===== config.mk =====
export PLATFORM = sky130hd
export DESIGN_NAME = multiplier_ctrl_v1_flat
export DESIGN_NICKNAME = d
export VERILOG_FILES = /design/src/rtl/multiplier_pkg.sv /design/src/rtl/multiplier_ctrl_v1_if.sv /design/src/rtl/multiplier_ctrl_v1.sv /design/src/flat_wrapper.sv
export SDC_FILE = /design/constraint.sdc
export NUM_CORES = 1
export LEC_CHECK = 0
export BUFFER_PORTS_ARGS = -buffer_cell sky130_fd_sc_hd__buf_4
export CAP_MARGIN = 5
export CORE_AREA = 2 2 39 41
export CTS_CLUSTER_DIAMETER = 100
export DETAILED_ROUTE_END_ITERATION = 8
export DIE_AREA = 0 0 41 43
export GPL_ROUTABILITY_DRIVEN = 0
export GPL_TIMING_DRIVEN = 1
export SETUP_SLACK_MARGIN = 0.05
export SLEW_MARGIN = 20
export SYNTH_ARGS = -nofsm -noshare
export SYNTH_HDL_FRONTEND = slang
export SYNTH_SLANG_ARGS = --single-unit

===== constraint.sdc =====
create_clock -name clk_i -period 4.9 [get_ports clk_i]
set_clock_uncertainty 0.1 [all_clocks]
set_input_delay 1.225 -clock clk_i [delete_from_list [all_inputs] [get_ports clk_i]]
set_output_delay 1.225 -clock clk_i [all_outputs]
set_load 0.005 [all_outputs]

===== src/rtl/multiplier_pkg.sv =====
// Shared types and constants for the byte-slice multiplier sequencer.
package multiplier_pkg;

  typedef enum logic [1:0] {
    ST_IDLE    = 2'd0,
    ST_COMPUTE = 2'd1,
    ST_DRAIN   = 2'd2,
    ST_DONE    = 2'd3
  } state_t;

  localparam logic [1:0] OP_MUL    = 2'b00;
  localparam logic [1:0] OP_MULH   = 2'b01;
  localparam logic [1:0] OP_MULHSU = 2'b10;
  localparam logic [1:0] OP_MULHU  = 2'b11;

  localparam logic [1:0] SHIFT_STEP0 = 2'b00;
  localparam logic [1:0] SHIFT_STEP1 = 2'b01;
  localparam logic [1:0] SHIFT_STEP2 = 2'b11;
  localparam logic [1:0] SHIFT_STEP3 = 2'b10;

  localparam int unsigned N_STEPS = 4;
  localparam logic [1:0] LAST_STEP = 2'(N_STEPS - 1);

  // Gray-coded alignment, so only one shift select bit toggles per step.
  function automatic logic [1:0] shift_for_step(input logic [1:0] step);
    logic [1:0] sh;
    sh = SHIFT_STEP0;
    case (step)
      2'd0:    sh = SHIFT_STEP0;
      2'd1:    sh = SHIFT_STEP1;
      2'd2:    sh = SHIFT_STEP2;
      default: sh = SHIFT_STEP3;
    endcase
    return sh;
  endfunction

endpackage


===== src/rtl/multiplier_ctrl_v1_if.sv =====
// Request handshake and datapath control bundle of the multiplier sequencer.
interface multiplier_ctrl_v1_if;
  logic       valid_i;
  logic [1:0] op_i;
  logic       kill_i;
  logic       ready_o;
  logic       busy_o;
  logic       done_o;
  logic       reg_A_en_o;
  logic       reg_B_en_o;
  logic       mux_B_sel_o;
  logic       rol_en_o;
  logic       en_pipe_o;
  logic       AC_en_o;
  logic       ac_clr_o;
  logic       signed_A_o;
  logic       signed_B_o;
  logic       upper_o;
  logic [1:0] shift_amount_o;

  modport master (
    output valid_i, op_i, kill_i,
    input  ready_o, busy_o, done_o, reg_A_en_o, reg_B_en_o, mux_B_sel_o,
           rol_en_o, en_pipe_o, AC_en_o, ac_clr_o, signed_A_o, signed_B_o,
           upper_o, shift_amount_o
  );

  modport slave (
    input  valid_i, op_i, kill_i,
    output ready_o, busy_o, done_o, reg_A_en_o, reg_B_en_o, mux_B_sel_o,
           rol_en_o, en_pipe_o, AC_en_o, ac_clr_o, signed_A_o, signed_B_o,
           upper_o, shift_amount_o
  );
endinterface


===== src/rtl/multiplier_ctrl_v1.sv =====
// Sequencer for the 4-lane 8x8 byte-slice multiplier: load, four
// rotate-and-accumulate steps, one drain cycle, then a done pulse.
//
//  state   | meaning
//  --------+-----------------------------------------------------------
//  IDLE    | waiting for a request; ready
//  COMPUTE | four steps, B rotates between steps, partials tagged for AC
//  DRAIN   | last partial enters the accumulator, pipeline tag clears
//  DONE    | result valid, done pulse; may accept the next request
module multiplier_ctrl_v1
  import multiplier_pkg::*;
(
  input  logic               clk_i,
  input  logic               rst_i,
  multiplier_ctrl_v1_if.slave bus
);

  state_t     state_q, state_d;
  logic [1:0] step_q, step_d;
  logic       accept;

  always_ff @(posedge clk_i) begin
    if (rst_i) begin
      state_q <= ST_IDLE;
      step_q  <= 2'd0;
    end else begin
      state_q <= state_d;
      step_q  <= step_d;
    end
  end

  always_comb begin
    state_d            = state_q;
    step_d             = step_q;
    accept             = 1'b0;
    bus.ready_o        = 1'b0;
    bus.busy_o         = 1'b0;
    bus.done_o         = 1'b0;
    bus.reg_A_en_o     = 1'b0;
    bus.reg_B_en_o     = 1'b0;
    bus.mux_B_sel_o    = 1'b0;
    bus.rol_en_o       = 1'b0;
    bus.en_pipe_o      = 1'b1;
    bus.AC_en_o        = 1'b0;
    bus.ac_clr_o       = 1'b0;
    bus.signed_A_o     = 1'b0;
    bus.signed_B_o     = 1'b0;
    bus.upper_o        = 1'b0;
    bus.shift_amount_o = SHIFT_STEP0;

    case (state_q)
      ST_IDLE: begin
        bus.ready_o = 1'b1;
        if (state_d == ST_IDLE) step_d = 2'd0;
      end
      ST_COMPUTE: begin
        bus.busy_o         = 1'b1;
        bus.AC_en_o        = 1'b1;
        bus.shift_amount_o = shift_for_step(step_q);
        if (step_q != LAST_STEP) begin
          bus.reg_B_en_o  = 1'b1;
          bus.mux_B_sel_o = 1'b1;
          bus.rol_en_o    = 1'b1;
        end
        if (bus.kill_i) begin
          state_d = ST_IDLE;
          step_d  = 2'd0;
        end else begin
          step_d = step_q + 2'd1;
          if (step_q == LAST_STEP) state_d = ST_DRAIN;
        end
      end
      ST_DRAIN: begin
        bus.busy_o = 1'b1;
        step_d     = 2'd0;
        state_d    = bus.kill_i ? ST_IDLE : ST_DONE;
      end
      ST_DONE: begin
        bus.ready_o = 1'b1;
        bus.done_o  = 1'b1;
        step_d      = 2'd0;
        state_d     = ST_IDLE;
      end
      default: begin
        state_d = ST_IDLE;
        step_d  = 2'd0;
      end
    endcase

    // Kill overrides a request arriving in the same cycle.
    accept = bus.ready_o & bus.valid_i & ~bus.kill_i;
    if (accept) begin
      bus.reg_A_en_o  = 1'b1;
      bus.reg_B_en_o  = 1'b1;
      bus.mux_B_sel_o = 1'b0;
      bus.rol_en_o    = 1'b0;
      bus.ac_clr_o    = 1'b1;
      state_d         = ST_COMPUTE;
      step_d          = 2'd0;
      case (bus.op_i)
        OP_MULH: begin
          bus.signed_A_o = 1'b1;
          bus.signed_B_o = 1'b1;
          bus.upper_o    = 1'b1;
        end
        OP_MULHSU: begin
          bus.signed_A_o = 1'b1;
          bus.upper_o    = 1'b1;
        end
        OP_MULHU: begin
          bus.upper_o = 1'b1;
        end
        default: ;
      endcase
    end
  end

endmodule


===== src/flat_wrapper.sv =====
// flat-port wrapper written by rule: the top's interface ports become plain ports
module multiplier_ctrl_v1_flat import multiplier_pkg::*;
  (clk_i, rst_i, bus_valid_i, bus_op_i, bus_kill_i, bus_ready_o, bus_busy_o, bus_done_o, bus_reg_A_en_o, bus_reg_B_en_o, bus_mux_B_sel_o, bus_rol_en_o, bus_en_pipe_o, bus_AC_en_o, bus_ac_clr_o, bus_signed_A_o, bus_signed_B_o, bus_upper_o, bus_shift_amount_o);
  multiplier_ctrl_v1_if bus_i ();
  input  logic clk_i;
  input  logic rst_i;
  input wire logic [$bits(bus_i.valid_i)-1:0] bus_valid_i;
  input wire logic [$bits(bus_i.op_i)-1:0] bus_op_i;
  input wire logic [$bits(bus_i.kill_i)-1:0] bus_kill_i;
  output wire logic [$bits(bus_i.ready_o)-1:0] bus_ready_o;
  output wire logic [$bits(bus_i.busy_o)-1:0] bus_busy_o;
  output wire logic [$bits(bus_i.done_o)-1:0] bus_done_o;
  output wire logic [$bits(bus_i.reg_A_en_o)-1:0] bus_reg_A_en_o;
  output wire logic [$bits(bus_i.reg_B_en_o)-1:0] bus_reg_B_en_o;
  output wire logic [$bits(bus_i.mux_B_sel_o)-1:0] bus_mux_B_sel_o;
  output wire logic [$bits(bus_i.rol_en_o)-1:0] bus_rol_en_o;
  output wire logic [$bits(bus_i.en_pipe_o)-1:0] bus_en_pipe_o;
  output wire logic [$bits(bus_i.AC_en_o)-1:0] bus_AC_en_o;
  output wire logic [$bits(bus_i.ac_clr_o)-1:0] bus_ac_clr_o;
  output wire logic [$bits(bus_i.signed_A_o)-1:0] bus_signed_A_o;
  output wire logic [$bits(bus_i.signed_B_o)-1:0] bus_signed_B_o;
  output wire logic [$bits(bus_i.upper_o)-1:0] bus_upper_o;
  output wire logic [$bits(bus_i.shift_amount_o)-1:0] bus_shift_amount_o;
  assign bus_i.valid_i = bus_valid_i;
  assign bus_i.op_i = bus_op_i;
  assign bus_i.kill_i = bus_kill_i;
  assign bus_ready_o = bus_i.ready_o;
  assign bus_busy_o = bus_i.busy_o;
  assign bus_done_o = bus_i.done_o;
  assign bus_reg_A_en_o = bus_i.reg_A_en_o;
  assign bus_reg_B_en_o = bus_i.reg_B_en_o;
  assign bus_mux_B_sel_o = bus_i.mux_B_sel_o;
  assign bus_rol_en_o = bus_i.rol_en_o;
  assign bus_en_pipe_o = bus_i.en_pipe_o;
  assign bus_AC_en_o = bus_i.AC_en_o;
  assign bus_ac_clr_o = bus_i.ac_clr_o;
  assign bus_signed_A_o = bus_i.signed_A_o;
  assign bus_signed_B_o = bus_i.signed_B_o;
  assign bus_upper_o = bus_i.upper_o;
  assign bus_shift_amount_o = bus_i.shift_amount_o;
  multiplier_ctrl_v1 u_core (.clk_i(clk_i), .rst_i(rst_i), .bus(bus_i));
endmodule

# [Word level (Yosys, flattened, before mapping)]
# Index checks and enable logic that the tools add are counted.
[word_totals] reg_bits=4 in_bits=6 output_inout_bits=15 wordCells=55
[classes] n_addsub=1 n_eq_ne=12 muxes=24 bitwise=3 reduce_logical=12
[op_table] op="$mux 1" n=16
[op_table] op="$eq 2x2->1 const B" n=6
[op_table] op="$pmux 2 s3" n=2
[op_table] op="$mux 2" n=5
[op_table] op="$reduce_or 2->1" n=4
[op_table] op="$eq 2x1->1 const B" n=3
[op_table] op="$reduce_or 3->1" n=2
[op_table] op="$logic_not 2->1" n=2
[op_table] op="$ne 4x2->1 const B" n=1
[op_table] op="$pmux 2 s2" n=1
[op_table] op="$reduce_and 2->1" n=2
[op_table] op="$reduce_bool 4->1" n=1
[op_table] op="$ne 3x2->1 const B" n=1
[op_table] op="$reduce_bool 3->1" n=1
[op_table] op="$add 2x1->2 const B" n=1
[op_table] op="$and 1x1->1" n=2
[op_table] op="$ne 2x2->1 const B" n=1
[op_table] op="$not 1->1" n=1

# [Logic depth before layout (Yosys ltp)]
[depth] word_depth=7 depth_mapped=7 depth_no_buf=7

# [Worst setup path after synthesis]
# OpenSTA, ideal clock, no wires.
[synth_timing] path_kind="input -> output" start="input port bus_kill_i" end="output port bus_rol_en_o" arrival_ns=1.764 t_required_ns=3.575 path_slack_ns=1.811 cell_stages=5 n_path_buf=1 path_cell_list="inv_1 -> nand3_1 -> inv_1 -> nor2_1 -> buf_4"
[synth_via] elab_chain_len=3
[synth_lines] element="start: declaration" line="flat_wrapper.sv:9" rtl="input wire logic [$bits(bus_i.kill_i)-1:0] bus_kill_i;"
[synth_lines] element="$not 1->1" line="multiplier_ctrl_v1.sv:91" rtl="accept = bus.ready_o & bus.valid_i & ~bus.kill_i;"
[synth_lines] element="$and 1x1->1" line="multiplier_ctrl_v1.sv:91"
[synth_lines] element="$mux 1"
[synth_lines] element="end: declaration" line="flat_wrapper.sv:16" rtl="output wire logic [$bits(bus_i.rol_en_o)-1:0] bus_rol_en_o;"
# No other way between the ends.

# [Final worst setup path]
[layout_timing] start="input port bus_kill_i" end="output port bus_signed_B_o"
[layout_via] elab_chain_len=3
[layout_lines] element="$not 1->1" line="multiplier_ctrl_v1.sv:91"
[layout_lines] element="$and 1x1->1" line="multiplier_ctrl_v1.sv:91"
[layout_lines] element="$mux 1" line="multiplier_ctrl_v1.sv:92" rtl="if (accept) begin"
[layout_lines] element="end: declaration" line="flat_wrapper.sv:21" rtl="output wire logic [$bits(bus_i.signed_B_o)-1:0] bus_signed_B_o;"
# No other way between the ends.

==> results.md <==
## Synth
* **number of unique standard cell types used by synthesis** 20
* **number of warnings printed during yosys synthesis** 0
* **Mean Syn Cell Area** 8.09 um^2
* **fraction of the yosys area taken by sequential cells** 0.211
* **Post-Syn Area** 380 um^2
* **instance count of the mapped netlist** 47
* **#FFs+latches synth** 4
* **syn_nets** 62

## Die
* **x dimension of the die** 41 um
* **Vert. Die Dim** 43 um
* **# rows** 14
* **ports placed on the boundary** 21
* **full die area** 0.00176 mm^2
* **standard cell core area** 0.00138 mm^2
* **initial core utilization** 0.275

## Timing
* **Hold WS** 0.346 ns
* **final hold violation count** 0
* **Peak Freq** 0.303 GHz
* **final setup vio count** 0
* **unrepaired setup endpoints after global routing** no
* **time the final worst path needs with I/O delays and setup** 3.30 ns
* **Slew Viols, Final** 0
* **final cycle utilization of the critical path** 0.673
* **Setup TNS Final** 0 ns

## Routing
* **DRT Pass-1 Iters** 3
* **vias per cell** 4.35
* **detailed-route DRC error count** 0
* **met1 wire length** 349 um
* **routed vias** 357
* **highest layer used for signal routing** met3
* **Wirelength per Cell** 9.65 um
* **number of DRC violations after detailed-routing iteration 0** 4
* **routed length on met2** 356 um
* **sum of met3 wire segment lengths after detailed routing** 85 um
* **count of nets left with antenna violations after detail routing** 0
* **final wirelength** 791 um

## Flow run
* **# Max-Cap Violations** 0

## Clocking
* **CTS root buf** sky130_fd_sc_hd__clkbuf_4
* **clock insertion delay at the later pin of the skew report** 0.23 ns
* **clock sinks** 4
* **H-tree depth reported by CTS** 1
* **hold buffers post-CTS** 0
* **clock tree from TritonCTS** done
* **number of buffers created by CTS** 3
* **number of buffers between clock root and the deepest sink** 2
* **clock transition time at the flip-flop clock pins of the worst setup and hold paths** 0.04 ns
* **post-CTS setup buffer count** 0
* **post-cts resize count** 0

## Critical path
* **CP Buf/Inv Count** 4
* **critical-path maximum fanout** 7
* **worst stage delay on the critical path** 0.18 ns
* **arrival time of data at the critical path endpoint** 1.97 ns
* **category of the worst setup path capture point** output pin
* **worst path required time** 3.58 ns
* **Slowest cell on crit path** sky130_fd_sc_hd__inv_1
* **CP delay by family, top** buffers and inverters
* **Cell Chain, Critical Path** buf_4, inv_1, nand3_1, inv_1, and2_1, buf_4
* **kind of critical path** in2out
* **CP Launch Type** input pin

## GRT
* **Congestion Overflow GR** 0
* **maximum number of pins on one net before global-route repair** 8
* **antenna violations before repair** 0
* **total global routing track utilization** 0.104
* **via count of the first global-routing pass** 326
* **wire length of the first global-routing pass** 1240 um

## Min path
* **Hold WC Path Type** reg2reg

## Layout
* **final antenna diode count** 0
* **ratio of cells with drive above 1 in the final layout** 0.364
* **relative area change from synthesis to final layout** 42.8%
* **most frequent standard cell in the layout excluding fill and tap cells** sky130_fd_sc_hd__buf_4
* **Nets** 83
* **fill cell instance count of the final layout** 162
* **commonest non-fill, non-tap cells in the layout** sky130_fd_sc_hd__buf_4, sky130_fd_sc_hd__inv_1, sky130_fd_sc_hd__ha_1

## Pwr
* **IR Drop Worst-Case VDD** 0.142 mV
* **leakage power total** 0.299 nW
* **total power density per cell area** 356 mW/mm^2

## Placed design
* **number of input and output port buffers inserted** 19
* **Detail Placement HPWL** 669 um

## Run status
* **status** finished clean

-- cell families (layout without fill, tap and decap cells) --
kind of cell	Yosys count	in the layout	synth area share
adders and majority gates	9	9	0.296
AOI/OAI and AO/OA	6	6	0.112
and+or+nand+nor	14	14	0.214
buffers and inverters	13	32	0.158
other	1	1	0.00986
DFF	4	4	0.211
-- power by group --
group,leakage (nW),internal [mW],switching [mW]
sequential,0.0326,0.0392,0.00719
clock,0.0138,0.0274,0.0128
combinational,0.253,0.0570,0.0501
total,0.299,0.124,0.0700
-- metal layers --
metal / vias up / GRT usage
met5: - / 0
met4: 0 / 0.0200
li1: 186 / -
met2: 19 / 0.147
met3: 0 / 0.0681
met1: 152 / 0.131
-- registers in the layout (all words and copies together), names as in the netlist --
name,flops
u_core.step_q,2
u_core.state_q,2
-- through the flow --
stage           util  total power, mW  area, um^2  std cells  setup WS, ns
6_report       0.392            0.194         543         82          1.60
5_1_grt        0.392            0.212         543         82          1.49
4_1_cts        0.392            0.198         543         82          1.60
3_5_place_dp   0.376            0.155         520         79          1.61
3_3_place_gp   0.376            0.156         520         79          1.63
2_1_floorplan      -            0.106         380         47          1.81
-- final cells by class --
| type | count | area (um^2) | area share |
|---|---|---|---|
| multi-input cells | 30 | 240 | 0.442 |
| repair buffers | 19 | 143 | 0.263 |
| well taps | 16 | 20.0 | 0.0369 |
| clock buffers | 3 | 22.5 | 0.0415 |
| flip-flops and latches | 4 | 80.1 | 0.147 |
| inverters | 10 | 37.5 | 0.0691 |
-- cell usage after synthesis (all sizes together) --
master / n / share of area
conb: 1 / 0.0099
nand2b: 1 / 0.016
or4: 2 / 0.043
a31o: 1 / 0.023
nor4bb: 1 / 0.026
a21oi: 1 / 0.013
ha: 9 / 0.30
buf: 3 / 0.059
nor2b: 1 / 0.016
or3: 1 / 0.016
and2: 2 / 0.033
o21a: 1 / 0.020
inv: 10 / 0.099
nand2: 1 / 0.0099
a2111oi: 1 / 0.023
nor2: 4 / 0.039
dfxtp: 4 / 0.21
nand3: 1 / 0.013
a31oi: 2 / 0.033
-- worst paths after layout --
| check | startpoint | depth (start not counted) | endpoint | slack, ns |
|---|---|---|---|---|
| worst max-delay path | bus_kill_i | 6 | bus_signed_B_o | 1.60 |
| worst min-delay path | u_core.step_q[0] | 1 | u_core.step_q[0] | 0.35 |
| worst max register to register | u_core.state_q[0] | 5 | u_core.step_q[1] | 3.07 |
| worst min register to register | u_core.step_q[0] | 1 | u_core.step_q[0] | 0.35 |
Power figures use the tool's default switching activity.
